### config.mk
export PLATFORM = sky130hd
export DESIGN_NAME = stopwatch_ctrl
export DESIGN_NICKNAME = d
export VERILOG_FILES = /design/src/rtl/stopwatch_ctrl.sv
export SDC_FILE = /design/constraint.sdc
export NUM_CORES = 1
export LEC_CHECK = 0
export BUFFER_PORTS_ARGS = -buffer_cell sky130_fd_sc_hd__buf_2
export CAP_MARGIN = 15
export CORE_MARGIN = 1
export CORE_UTILIZATION = 64
export DETAILED_ROUTE_END_ITERATION = 8
export PLACE_DENSITY = 0.84
export SETUP_SLACK_MARGIN = 0.1
export SYNTH_ARGS = -nofsm -noshare
export SYNTH_HDL_FRONTEND = slang
export SYNTH_SLANG_ARGS = --single-unit
### constraint.sdc
create_clock -name clk -period 6.6 [get_ports clk]
set_input_delay 0 -clock clk [delete_from_list [all_inputs] [get_ports clk]]
set_output_delay 0 -clock clk [all_outputs]
set_load 0.05 [all_outputs]
### src/rtl/stopwatch_ctrl.sv
// stopwatch_ctrl: stopwatch control and BCD mm:ss.cc timekeeping.
// Turns two debounced active-low keys into single-cycle press events. A
// four-state FSM uses those events to run, pause, lap-freeze and clear the
// count.
//
// Ports:
//   clk        system clock, rising edge
//   rst        asynchronous active-high reset
//   key_start  debounced start/stop key, active low (idle 1)
//   key_lap    debounced lap/reset key, active low (idle 1)
//   disp_cs    displayed centiseconds, BCD {tens, units}
//   disp_sec   displayed seconds, BCD
//   disp_min   displayed minutes, BCD
//   running    high in RUN and LAP
//   lap_hold   high in LAP (display frozen on the snapshot)
//   wrap       one-cycle pulse after the 59:59.99 -> 00:00.00 rollover
module stopwatch_ctrl #(
  parameter int unsigned TICK_DIV = 500_000
) (
  input  logic       clk,
  input  logic       rst,
  input  logic       key_start,
  input  logic       key_lap,
  output logic [7:0] disp_cs,
  output logic [7:0] disp_sec,
  output logic [7:0] disp_min,
  output logic       running,
  output logic       lap_hold,
  output logic       wrap
);

  localparam int unsigned PW = (TICK_DIV > 2) ? $clog2(TICK_DIV) : 1;
  localparam logic [PW-1:0] PMAX = PW'(TICK_DIV - 1);
  // Per-digit maxima, packed {min_t, min_u, sec_t, sec_u, cs_t, cs_u}.
  localparam logic [23:0] DMAX = 24'h595999;

  typedef enum logic [1:0] {
    IDLE  = 2'd0,
    RUN   = 2'd1,
    PAUSE = 2'd2,
    LAP   = 2'd3
  } state_t;

  state_t        state, state_nxt;
  logic          ks_q, kl_q;
  logic          start_p, lap_p;
  logic [PW-1:0] presc;
  logic [23:0]   cnt, cnt_nxt, snap, disp;
  logic          counting, tick, all_max, carry;
  logic          snap_en, clr;

  // Falling edge of an active-low key is a press; release gives nothing.
  assign start_p  = ks_q & ~key_start;
  assign lap_p    = kl_q & ~key_lap;

  assign counting = (state == RUN) || (state == LAP);
  assign tick     = counting && (presc == PMAX);

  always_ff @(posedge clk or posedge rst) begin
    if (rst) begin
      state <= IDLE;
    end else begin
      state <= state_nxt;
    end
  end

  // start_p is tested first everywhere, so a simultaneous lap_p is dropped.
  always_comb begin
    state_nxt = state;
    snap_en   = 1'b0;
    clr       = 1'b0;
    unique case (state)
      IDLE: begin
        if (start_p) state_nxt = RUN;
      end
      RUN: begin
        if (start_p) begin
          state_nxt = PAUSE;
        end else if (lap_p) begin
          state_nxt = LAP;
          snap_en   = 1'b1;
        end
      end
      LAP: begin
        if (start_p)    state_nxt = PAUSE;
        else if (lap_p) state_nxt = RUN;
      end
      PAUSE: begin
        if (start_p) begin
          state_nxt = RUN;
        end else if (lap_p) begin
          state_nxt = IDLE;
          clr       = 1'b1;
        end
      end
      default: state_nxt = IDLE;
    endcase
  end

  // Ripple increment: a digit at its maximum rolls to 0 and passes the carry
  // on; a carry surviving all six digits marks the full rollover.
  always_comb begin
    cnt_nxt = cnt;
    carry   = 1'b1;
    for (int unsigned i = 0; i < 6; i++) begin
      if (carry) begin
        if (cnt[i*4 +: 4] == DMAX[i*4 +: 4]) begin
          cnt_nxt[i*4 +: 4] = 4'd0;
        end else begin
          cnt_nxt[i*4 +: 4] = cnt[i*4 +: 4] + 4'd1;
          carry             = 1'b0;
        end
      end
    end
    all_max = carry;
  end

  always_ff @(posedge clk or posedge rst) begin
    if (rst) begin
      ks_q  <= 1'b1;
      kl_q  <= 1'b1;
      presc <= '0;
      cnt   <= '0;
      snap  <= '0;
      wrap  <= 1'b0;
    end else begin
      ks_q <= key_start;
      kl_q <= key_lap;
      wrap <= tick & all_max;
      if (clr) begin
        presc <= '0;
        cnt   <= '0;
      end else begin
        // PAUSE keeps the partial centisecond in presc.
        if (counting)           presc <= tick ? '0 : presc + PW'(1);
        else if (state == IDLE) presc <= '0;
        if (tick)               cnt   <= cnt_nxt;
      end
      // Snapshot takes the pre-increment count even when tick fires now.
      if (snap_en) snap <= cnt;
    end
  end

  assign running  = counting;
  assign lap_hold = (state == LAP);
  assign disp     = lap_hold ? snap : cnt;
  assign disp_cs  = disp[7:0];
  assign disp_sec = disp[15:8];
  assign disp_min = disp[23:16];

endmodule

-- Yosys cells after proc, flatten, opt, wreduce, memory -nomap -nowiden
Cells that the tools add are included.
W data, S select, Z words.
- $add $sub $neg: 7
- equal/unequal tests: 14
- mux-type cells: 41
- bitwise operators: 5
- reduce and logical (&&, ||, !) cells: 16
- operators with widths (cell ; number):
    $mux W19 ; 4
    $mux W24 ; 3
    $mux W4 ; 11
    $add A4 B1 Y4 const B ; 6
    $add A19 B1 Y19 const B ; 1
    $eq A19 B19 Y1 const B ; 1
    $eq A4 B4 Y1 const B ; 4
    $mux W1 ; 15
    $mux W2 ; 7
    $reduce_bool A2 Y1 ; 6
    $reduce_and A2 Y1 ; 5
    $eq A4 B3 Y1 const B ; 2
    $pmux W2 S4 ; 1
    $ne A3 B3 Y1 const B ; 2
    $eq A2 B2 Y1 const B ; 2
    $reduce_and A4 Y1 ; 1
    $and A1 B1 Y1 ; 3
    $ne A3 B1 Y1 const B ; 1
    $reduce_bool A3 Y1 ; 1
    $eq A2 B1 Y1 const B ; 1
    $logic_not A2 Y1 ; 1
    $ne A2 B2 Y1 const B ; 1
    $not A1 Y1 ; 2
    $logic_and A1 B1 Y1 ; 1
    $logic_or A1 B1 Y1 ; 1
- flip-flop bits (word level): 72
- input bits: 4
- output and inout bits: 27
- logic and storage cells: 95

-- Longest topological paths before layout
- depth after elaboration: 9
- gate-level depth with buffers: 9
- depth with buffers taken out: 7

-- Least setup slack after synthesis
Ideal clock, no wire load.
- kind: reg2out
- start: register state[0]
- end: output disp_cs[1]
- data arrival time: 2452 ps
- required time: 6600 ps
- setup slack: 4148 ps
- stages on the path, launching flop included: 6
- buffers on the path: 2
- cells stage by stage: dfrtp_1 > buf_4 > nand2_1 > inv_1 > clkbuf_1 > o21ai_0
- longest elaborated chain between the ends: 2
- RTL lines (element ; line ; RTL):
    start, declared ; 44 ; state_t state, state_nxt;
    start signal, assigned ; 63 ; state <= state_nxt;
    $eq A2 B2 Y1 ; 145 ; assign lap_hold = (state == LAP);
    named net lap_hold ; 28 ; output logic lap_hold,
    $mux W24 ; 146 ; assign disp = lap_hold ? snap : cnt;
    end, declared ; 24 ; output logic [7:0] disp_cs,
The timed path passes the listed nets, and every way through them passes these cells.

-- Worst setup path after layout
- start: register state[0]
- end: output disp_min[5]
- longest elaborated chain between the ends: 2
- RTL lines (element ; line ; RTL):
    $eq A2 B2 Y1 ; 145 ;
    $mux W24 ; 146 ;
    end, declared ; 26 ; output logic [7:0] disp_min,
Every way passes these cells.

==> impl_metrics.xml <==
<?xml version="1.0" encoding="UTF-8"?>
<metrics>
  <group name="min_path">
    <metric name="min_path_type" unit="">input pin to flop</metric>
    <metric name="worst_hold_path.num_cells" unit="">2</metric>
    <metric name="hold_path_startpoint" unit="">key_lap</metric>
    <metric name="hold_end" unit="">kl_q$_DFF_PP1_</metric>
  </group>
  <group name="timing">
    <metric name="setup_repair_after_global_routing_missed_its_margin" unit="">false</metric>
    <metric name="timing.final.ws_setup" unit="ns">4.07</metric>
    <metric name="final-max-slew-violation-count" unit="">0</metric>
    <metric name="relSlewSlack" unit="%">26.9</metric>
    <metric name="setup_viol" unit="">0</metric>
    <metric name="min_period" unit="ns">2.53</metric>
    <metric name="timing.clock.skew" unit="ns">0.0120</metric>
    <metric name="fin_tns_setup" unit="ns">0</metric>
    <metric name="tightest_slew" unit="ns">1.08</metric>
    <metric name="achievable-frequency" unit="GHz">0.396</metric>
    <metric name="finalHoldViolCount" unit="">0</metric>
    <metric name="post-route-period-util" unit="%">38.3</metric>
  </group>
  <group name="finish">
    <metric name="most-common-layout-cells" unit="">sky130_fd_sc_hd__dfrtp_1 (70), sky130_fd_sc_hd__nand2_1 (45), sky130_fd_sc_hd__mux2_2 (42)</metric>
    <metric name="drive_above_1_share" unit="%">24.5</metric>
    <metric name="nNetsFinal" unit="">440</metric>
    <metric name="n_fill_cell" unit="">386</metric>
    <metric name="area.growth.synth_to_final" unit="%">11.6</metric>
    <metric name="postLayoutCoreUtil" unit="%">76.1</metric>
    <metric name="n_antenna_cell" unit="">0</metric>
    <metric name="final_area" unit="µm²">4320</metric>
    <metric name="layout.cells.most_common" unit="">sky130_fd_sc_hd__dfrtp_1</metric>
  </group>
  <group name="clock_tree">
    <metric name="inserted_clock_buffers" unit="">9</metric>
    <metric name="cts.clk_slew.worst_paths" unit="ns">0.07</metric>
    <metric name="clk_path_buf_depth" unit="">2</metric>
    <metric name="clkSinkCount" unit="">72</metric>
    <metric name="cts_htree_levels" unit="">3</metric>
    <metric name="post_cts_resize_count" unit="">0</metric>
    <metric name="clkLatencyLatePin" unit="ns">0.34</metric>
    <metric name="cts_root_buf" unit="">sky130_fd_sc_hd__clkbuf_8</metric>
    <metric name="tritoncts_clock_tree" unit="">done</metric>
  </group>
  <group name="placed_design">
    <metric name="placed_area" unit="µm²">4080</metric>
    <metric name="place.gp.congestion" unit="">0.817</metric>
    <metric name="placement.setup.worst_slack" unit="ns">4.10</metric>
    <metric name="dpl.hpwl" unit="µm">5180</metric>
    <metric name="io_buffers" unit="">30</metric>
  </group>
  <group name="worst_setup_path">
    <metric name="critical-path-slowest-cell" unit="">sky130_fd_sc_hd__nand2_1</metric>
    <metric name="path_cells" unit="">nand2_1 &gt; inv_1 &gt; o21ai_0 &gt; buf_2</metric>
    <metric name="worst_setup_path_start_kind" unit="">flop</metric>
    <metric name="cp_data_arrival_time" unit="ns">2.53</metric>
    <metric name="critPathMaxFanout" unit="">19</metric>
    <metric name="critical_path_buf_inv_count" unit="">2</metric>
    <metric name="worst_path_largest_cell_delay" unit="ns">0.67</metric>
    <metric name="worst_r2r_startpoint" unit="">presc[0]$_DFFE_PP0P_</metric>
    <metric name="timing.critical_path.max_delay_family" unit="">buffers and inverters</metric>
    <metric name="worst-r2r-cell-count" unit="">6</metric>
    <metric name="criticalPathCategory" unit="">flop to output pin</metric>
    <metric name="worst-r2r-setup-slack" unit="ns">4.12</metric>
    <metric name="cp_data_required_time" unit="ns">6.60</metric>
    <metric name="crit-reg2reg-capture" unit="">cnt[19]$_DFFE_PP0P_</metric>
    <metric name="end_kind" unit="">output pin</metric>
  </group>
  <group name="logic_synthesis">
    <metric name="post_synth_num_cell_types" unit="">49</metric>
    <metric name="synth-main-ff-cell" unit="">sky130_fd_sc_hd__dfrtp_1</metric>
    <metric name="synth-edff-count" unit="">0</metric>
    <metric name="sequential_share_of_the_synthesized_area" unit="%">46.6</metric>
    <metric name="synthesis.area" unit="µm²">3870</metric>
    <metric name="syn-instance-count" unit="">391</metric>
    <metric name="syn-num-nets" unit="">408</metric>
    <metric name="postSynthRegisterBits" unit="">72</metric>
    <metric name="avgSynthCellArea" unit="µm²">9.91</metric>
    <metric name="synthArstFlopShare" unit="%">100</metric>
    <metric name="yosysWarnings" unit="">0</metric>
  </group>
  <group name="global_route">
    <metric name="grt_pass1_wl" unit="µm">13200</metric>
    <metric name="grt_antenna_before_repair" unit="">0</metric>
    <metric name="globalRoute.totalOverflow" unit="">0</metric>
    <metric name="track_usage" unit="%">27.5</metric>
    <metric name="grt_pass1_vias" unit="">2977</metric>
    <metric name="maximum_number_of_pins_on_one_net_before_global_route_repair" unit="">73</metric>
  </group>
  <group name="detailed_routing">
    <metric name="routed-via-count" unit="">3032</metric>
    <metric name="detail_route.first_pass.iterations" unit="">4</metric>
    <metric name="drt_iter0_markers" unit="">190</metric>
    <metric name="via_density" unit="">6.06</metric>
    <metric name="route.detailed.drc" unit="">0</metric>
    <metric name="detail_route.wl_per_cell" unit="µm">15.6</metric>
    <metric name="drt.antenna.violating_nets" unit="">0</metric>
    <metric name="postRouteWirelength" unit="µm">7790</metric>
  </group>
  <group name="floorplan">
    <metric name="initial_utilization" unit="%">68.3</metric>
    <metric name="io_pins" unit="">31</metric>
    <metric name="die_ar" unit="µm²">6370</metric>
    <metric name="core" unit="µm²">5680</metric>
    <metric name="die_y" unit="µm">79.8</metric>
    <metric name="floorplan.die.width" unit="µm">79.8</metric>
    <metric name="floorplan.rows" unit="">27</metric>
  </group>
  <group name="power_and_ir_drop">
    <metric name="vdd.ir_drop.worst" unit="V">0.000365</metric>
    <metric name="p_leak" unit="nW">1.94</metric>
    <metric name="pwr_density_cell" unit="nW/µm²">472</metric>
  </group>
  <group name="outcome">
    <metric name="outcome" unit="">finished, final reports clean</metric>
  </group>
  <group name="run">
    <metric name="maximum_capacitance_violations" unit="">0</metric>
  </group>
</metrics>
==> per-stage QoR <==
stage | cells | total power [mW] | hold slack (ns)
after floorplan | 391 | 1.48 | 0.00448
after global placement | 480 | 1.65 | 0.121
after detailed placement | 480 | 1.69 | 0.126
after CTS | 499 | 2.05 | 0.304
after global routing | 500 | 2.17 | 0.323
final | 500 | 2.04 | 0.328
==> where the power goes <==
part / switching [mW] / total [mW] / internal [mW]
clock: 0.163 / 0.357 / 0.194
combinational: 0.616 / 0.917 / 0.301
sequential: 0.167 / 0.767 / 0.600
==> logic make-up after synthesis <==
group	share of synthesized area, %
AO/OA/AOI/OAI	10.7
AND/OR/NAND/NOR	21.3
flip-flops	46.6
XOR/XNOR	1.13
adder cells (fa/ha/maj)	4.20
multiplexers	12.7
buffers and inverters	3.42
==> how the worst max path moves through the flow <==
stage                                  to  cells past startpoint            startpoint
detailed placement  presc[15]$_DFFE_PP0P_                      6  presc[0]$_DFFE_PP0P_
floorplan                      disp_cs[1]                      5  state[0]$_DFFE_PP0P_
finish                        disp_min[5]                      4  state[0]$_DFFE_PP0P_
CTS                            disp_cs[1]                      4  state[0]$_DFFE_PP0P_
global route                  disp_sec[5]                      4  state[0]$_DFFE_PP0P_
global placement    presc[10]$_DFFE_PP0P_                      6  presc[0]$_DFFE_PP0P_
==> synth_stat cells, types with 2 or more instances <==
master | instances | share of area [%]
sky130_fd_sc_hd__a21o_1 | 4 | 0.78
sky130_fd_sc_hd__a21oi_1 | 27 | 3.5
sky130_fd_sc_hd__a31oi_1 | 8 | 1.3
sky130_fd_sc_hd__and2_1 | 2 | 0.32
sky130_fd_sc_hd__and3b_1 | 3 | 0.68
sky130_fd_sc_hd__and4_1 | 3 | 0.68
sky130_fd_sc_hd__and4bb_2 | 2 | 0.65
sky130_fd_sc_hd__buf_4 | 2 | 0.39
sky130_fd_sc_hd__clkbuf_1 | 13 | 1.3
sky130_fd_sc_hd__dfrtp_1 | 70 | 45
sky130_fd_sc_hd__dfstp_2 | 2 | 1.4
sky130_fd_sc_hd__ha_1 | 13 | 4.2
sky130_fd_sc_hd__inv_1 | 16 | 1.6
sky130_fd_sc_hd__mux2_2 | 42 | 12
sky130_fd_sc_hd__mux2i_1 | 2 | 0.52
sky130_fd_sc_hd__nand2_1 | 45 | 4.4
sky130_fd_sc_hd__nand2b_1 | 5 | 0.81
sky130_fd_sc_hd__nand3_1 | 24 | 3.1
sky130_fd_sc_hd__nand4_1 | 4 | 0.65
sky130_fd_sc_hd__nor2_1 | 12 | 1.2
sky130_fd_sc_hd__nor2b_1 | 5 | 0.81
sky130_fd_sc_hd__nor3_1 | 6 | 0.78
sky130_fd_sc_hd__nor4_1 | 2 | 0.32
sky130_fd_sc_hd__o21ai_0 | 28 | 3.6
sky130_fd_sc_hd__or3_1 | 16 | 2.6
sky130_fd_sc_hd__or3_2 | 2 | 0.39
sky130_fd_sc_hd__or4_1 | 8 | 1.6
sky130_fd_sc_hd__xnor2_1 | 2 | 0.45
sky130_fd_sc_hd__xor2_1 | 3 | 0.68
==> routing by layer <==
layer  vias up  track usage (%)  wire length [µm]
li1       1466                -                 -
met1      1466             35.3              3430
met2        87             45.5              3810
met3        13             5.94               438
met4         0             10.5               108
met5         -                0                 0
==> worst reg2reg max path, delay by kind of cell, from the launching register on <==
| family | cells | cell delay [ns] |
|---|---|---|
| compound gates | 1 | 0.18 |
| flops | 1 | 0.40 |
| fa+ha+maj | 1 | 0.23 |
| simple gates | 4 | 1.62 |
==> cell type report <==
| cell class | count | area [µm²] | area share [%] |
|---|---|---|---|
| Multi-Input combinational cell | 286 | 1950 | 45.0 |
| Sequential cell | 72 | 1800 | 41.7 |
| Timing Repair Buffer | 37 | 210 | 4.86 |
| Clock buffer | 11 | 151 | 3.50 |
| Tap cell | 72 | 90.1 | 2.08 |
| Inverter | 17 | 63.8 | 1.48 |
| Clock inverter | 5 | 55.1 | 1.27 |
==> state kept, by name, indices dropped and copies added, names as in the netlist <==
| name | cells |
|---|---|
| cnt | 24 |
| snap | 24 |
| presc | 19 |
| state | 2 |
| kl_q | 1 |
| ks_q | 1 |
| wrap | 1 |
==> repair_timing <==
action / CTS / global route
buffers inserted: 0 / 0
hold buffers: 3 / 0
hold endpoints to repair: 73 / 0
Note: power is estimated with default switching activity, not from simulation.
